**src/rtl/neurotransmitter_integrator.sv**
```systemverilog
// Saturating 8-bit level accumulator driven by tick-strobed inc/dec requests.
// Neutral ticks decay the level toward RESET_LEVEL; fast steps start a refractory window.
module neurotransmitter_integrator #(
  parameter logic [7:0] RESET_LEVEL   = 8'h80,
  parameter int         STEP          = 1,
  parameter int         FAST_STEP     = 8,
  parameter int         DECAY_PERIOD  = 16,
  parameter int         REFRACT_TICKS = 4
) (
  input  logic       clk,
  input  logic       rst_n,
  input  logic       tick,
  input  logic       inc,
  input  logic       dec,
  input  logic       fast,
  output logic [7:0] level,
  output logic [1:0] level_q,
  output logic       q_changed,
  output logic       at_min,
  output logic       at_max,
  output logic       refractory
);

  typedef enum logic {NORMAL, REFRACT} state_t;

  localparam logic [3:0] DECAY_LAST   = 4'(DECAY_PERIOD - 1);
  localparam logic [3:0] REFRACT_LOAD = 4'(REFRACT_TICKS - 1);

  // Handshake: none; inputs are sampled only on rising clk edges with tick=1,
  // and every output is a register or a pure decode of the level/state registers.

  state_t     state;
  logic [3:0] decay_cnt;
  logic [3:0] refr_cnt;

  logic       raise;
  logic       lower;
  logic       use_fast;
  logic [8:0] step9;
  logic [8:0] sum9;
  logic [8:0] diff9;
  logic [7:0] level_next;

  always_comb begin
    raise      = inc & ~dec;
    lower      = dec & ~inc;
    use_fast   = fast && (state == NORMAL);
    step9      = use_fast ? 9'(FAST_STEP) : 9'(STEP);
    sum9       = {1'b0, level} + step9;
    diff9      = {1'b0, level} - step9;
    level_next = level;
    if (raise) begin
      level_next = sum9[8] ? 8'hFF : sum9[7:0];
    end else if (lower) begin
      // bit 8 of the 9-bit difference is the borrow out of zero
      level_next = diff9[8] ? 8'h00 : diff9[7:0];
    end else if (decay_cnt == DECAY_LAST) begin
      if (level < RESET_LEVEL) begin
        level_next = level + 8'd1;
      end else if (level > RESET_LEVEL) begin
        level_next = level - 8'd1;
      end
    end
  end

  always_ff @(posedge clk or negedge rst_n) begin
    if (!rst_n) begin
      level     <= RESET_LEVEL;
      decay_cnt <= 4'd0;
      refr_cnt  <= 4'd0;
      state     <= NORMAL;
      q_changed <= 1'b0;
    end else if (tick) begin
      level     <= level_next;
      q_changed <= (level_next[7:6] != level[7:6]);
      if (raise || lower || (decay_cnt == DECAY_LAST)) begin
        decay_cnt <= 4'd0;
      end else begin
        decay_cnt <= decay_cnt + 4'd1;
      end
      case (state)
        NORMAL: begin
          // a fast step that saturates still counts as applied
          if ((raise || lower) && use_fast) begin
            state    <= REFRACT;
            refr_cnt <= REFRACT_LOAD;
          end
        end
        REFRACT: begin
          if (refr_cnt == 4'd0) begin
            state <= NORMAL;
          end else begin
            refr_cnt <= refr_cnt - 4'd1;
          end
        end
        default: state <= NORMAL;
      endcase
    end else begin
      q_changed <= 1'b0;
    end
  end

  assign level_q    = level[7:6];
  assign at_min     = (level == 8'h00);
  assign at_max     = (level == 8'hFF);
  assign refractory = (state == REFRACT);

endmodule

```
**config.mk**
```make
export PLATFORM = sky130hd
export DESIGN_NAME = neurotransmitter_integrator
export DESIGN_NICKNAME = d
export VERILOG_FILES = /design/src/rtl/neurotransmitter_integrator.sv
export SDC_FILE = /design/constraint.sdc
export NUM_CORES = 1
export LEC_CHECK = 0
export BUFFER_PORTS_ARGS = -buffer_cell sky130_fd_sc_hd__buf_2
export CAP_MARGIN = 15
export CORE_MARGIN = 2
export CORE_UTILIZATION = 37
export DETAILED_ROUTE_END_ITERATION = 16
export PLACE_DENSITY = 0.54
export SLEW_MARGIN = 30
export SYNTH_ARGS = -nofsm -noshare
export SYNTH_HDL_FRONTEND = slang
export SYNTH_SLANG_ARGS = --single-unit
export TNS_END_PERCENT = 5
```
**constraint.sdc**
```tcl
create_clock -name clk -period 2.5 [get_ports clk]
set_clock_uncertainty 0.15 [all_clocks]
set_input_delay 0.5 -clock clk [delete_from_list [all_inputs] [get_ports clk]]
set_output_delay 0.5 -clock clk [all_outputs]
set_load 0.05 [all_outputs]
```
==> flow_summary.yaml <==
outcome:
  status: "finished, final reports clean"
timing:
  fin_setup_tns_ns: 0
  tightest_slew_ns: 0.4430
  final-max-slew-violation-count: 0
  rsz0062_at_grt: "yes"
  fin_crit_sh_pct: 97.10
  period_minus_slack_ns: 2.428
  timing.hold.ws_ns: 0.01311
  setup_viol: 0
  hold_viol: 0
  clock.fmax_mhz: 411.9
  slew_headroom_pct: 70.47
global_routing:
  grt_pass1_vias: 1802
  grt_use_total_pct: 20.32
  gr-total-overflow: 0
  grt_max_degree: 19
  antenna_found_initial: 0
  grt_pass1_wl_mm: 8.700
detailed_routing:
  via_count: 1865
  drt-total-wl_mm: 5.263
  drtIter0Drc: 98
  antenna_left: 0
  drc: 0
  drt_first_pass_iters: 4
  drt-wirelength-per-cell_microns: 15.71
  viasPerCell: 5.567
final_layout:
  drive_gt1_share_pct: 32.46
  antenna_cells: 0
  final_cells: 335
  syn_to_final_growth_pct: 25.46
  finalNetCount: 289
clock_tree:
  insertion_delay_ns: 0.27
  hold_buffers: 0
  clk_path_buf_depth: 2
  cts_root_buf: "clkbuf_8"
  clock_sinks: 18
  h-tree-depth: 1
  cts_tree: "done"
  clkTransAtPathRegs_ns: 0.08
  cts_made_buffers: 3
logic_synthesis:
  synth_xor_area_share_pct: 0.4778
  yosys.area_share.simple_pct: 24.91
  synthCells: 228
  yosys.area.top_type_share_pct: 23.21
  yosysWarnings: 0
  synth_ff_type: "dfrtp_1"
  synthTopCellsByArea: "dfrtp_1, ha_1, o21ai_0"
  synth_enable_flop_cells: 0
  ys_seq_area_share_pct: 24.64
  yosys.area.top_type: "dfrtp_1"
  mappedNetlistArea_sq_mm: 0.001833
  syn_nets: 248
  synth_cell_types: 63
  postSynth.asyncResetShare_pct: 100.0
  synth_fa_ha_area_share_pct: 9.556
  synth_mux_area_share_pct: 2.867
  synth_compound_gate_area_share_pct: 28.46
  syn-mean-instance-area_sq_um: 8.040
  synth_top_family_by_area: "compound AO/OA/AOI/OAI gates"
  synth-seq-cells: 18
placed_design:
  io_buffers: 19
  dp_cells: 330
  gp_congestion: 0.8400
  dp_hpwl_mm: 4.014
critical_path:
  cp.required_ns: 2.51
  max_stage_delay_ns: 0.53
  cp_data_arrival_time_ns: 2.44
  reg2reg_depth: 8
  r2r_slack_ns: 0.07
  r2r_start: "level[0]"
  cp_top_family: "compound AO/OA/AOI/OAI gates"
  path_max_fanout: 3
  startpoint_type: "register"
  path_buf_inv: 1
  worstSetupPathType: "reg -> reg"
  reg2reg_to: "level[2]"
  cpMaxStageDelayCell: "or4b_4"
  crit_path_end_kind: "register"
  path_cells: "inv_2 -> ha_2 -> or4b_4 -> o21ai_4 -> or3_1 -> o311ai_1 -> o32a_1 -> o22a_1"
power:
  powerDensity_mw_per_mm2: 822.9
  p_total_mw: 1.893
  worst_ir_drop_vdd_v: 0.0003474
  leakagePower_nw: 0.9939
run:
  cap_violations: 0
floorplan:
  die_h_microns: 74.39
  die_width_microns: 74.39
  core_area_sq_mm: 0.004755
  row_count: 25
  dieArea_sq_mm: 0.005533
  io_pins: 20
  start_util_pct: 38.55
min_path:
  hold_path_class: "in -> async"
-- worst reg2reg max path: stages (launching register included) --
cell and delay, ns:
dfrtp_1 0.39, inv_2 0.13, ha_2 0.21, or4b_4 0.53
o21ai_4 0.17, or3_1 0.12, o311ai_1 0.09, o32a_1 0.34
o22a_1 0.19
-- area by class of cell --
class	instances	area, sq um
clock buffer	4	55.05
multi-input combinational	174	1284
sequential	18	452.9
tap	67	83.83
fill	498	2455
timing repair buffer	53	352.8
inverter	19	71.32
-- kinds of logic (layout without fill, tap and decap cells) --
family / after synthesis / in the layout
AND/OR/NAND/NOR: 81 / 81
AO/OA/AOI/OAI: 73 / 73
buffers and inverters: 36 / 76
flip-flops: 18 / 18
adder cells (fa/ha/maj): 14 / 14
multiplexers: 5 / 5
XOR/XNOR: 1 / 1
-- worst max-delay path by stage --
| stage | end | from | cells after the start | slack, ns |
|---|---|---|---|---|
| floorplan | level[2] | level[1] | 9 | -0.17 |
| global placement | q_changed | fast | 9 | -0.12 |
| detailed placement | level[5] | fast | 11 | -0.16 |
| CTS | at_min | level[3] | 5 | 0.02 |
| global route | level[2] | level[0] | 8 | -0.04 |
| finish | level[2] | level[0] | 8 | 0.07 |
-- cell usage in the layout, fill, tap and decap left out, types with 4 or more instances in the layout --
cell       n
nand2_1   15
nand4_1    5
nor2_1    19
buf_2     18
ha_1      12
a21oi_1    9
a31oi_1    4
and4b_1    4
buf_4     34
nand3_1    9
o21ai_0   19
inv_1     16
clkbuf_8   4
dfrtp_1   16
-- synthesized netlist by cell type, types with 2 or more instances --
library cell / count
nor3_1: 4
a211o_1: 2
nor2_1: 20
inv_1: 19
and3_1: 2
o22ai_1: 3
clkbuf_1: 6
a21o_1: 2
nor3b_2: 2
a211oi_1: 2
ha_1: 14
or3_1: 2
nand2b_1: 2
dfrtp_1: 17
and4b_1: 4
mux2_2: 2
buf_2: 7
o21ai_0: 20
or2_2: 3
nand2_1: 16
a21oi_1: 11
mux2i_1: 3
a31oi_1: 4
o211ai_1: 2
nand4b_1: 2
nand4_1: 5
o221ai_1: 2
o31ai_1: 4
nand3_1: 9
o21a_1: 2
buf_4: 2
buf_6: 2
-- per-layer routing --
layer | vias to the layer above | track usage, % | routed length, microns
met3 | 8 | 2.575 | 172
met5 | - | 0 | 0
met4 | 0 | 6.548 | 80
li1 | 929 | - | -
met1 | 887 | 27.88 | 2485
met2 | 41 | 33.24 | 2525
-- power breakdown --
part	switching [mW]	internal, mW	leakage, nW
Sequential	0.0879	0.372	0.219
Combinational	0.717	0.460	0.746
Clock	0.115	0.141	0.0288
Total	0.920	0.972	0.994
-- registers in the layout, summed over array words and instances, names as in the netlist --
register,flops
decay_cnt,4
level,8
q_changed,1
refr_cnt,4
refractory,1
-- through the flow --
step	util (%)	area (sq um)	worst slack, ns
global placement	45.61	2168	-0.1163
global route	48.37	2300	-0.03540
CTS	46.84	2227	0.01812
detailed placement	45.61	2168	-0.1554
finish	48.37	2300	0.07243
floorplan	-	1837	-0.1737
-- timing repair --
item | CTS | global route
endpoints found under the setup margin | 1 | 7
setup buffers | 0 | 2
pin swaps | 0 | 6
gates resized for setup | 1 | 17
(Power assumes the default switching activity.)
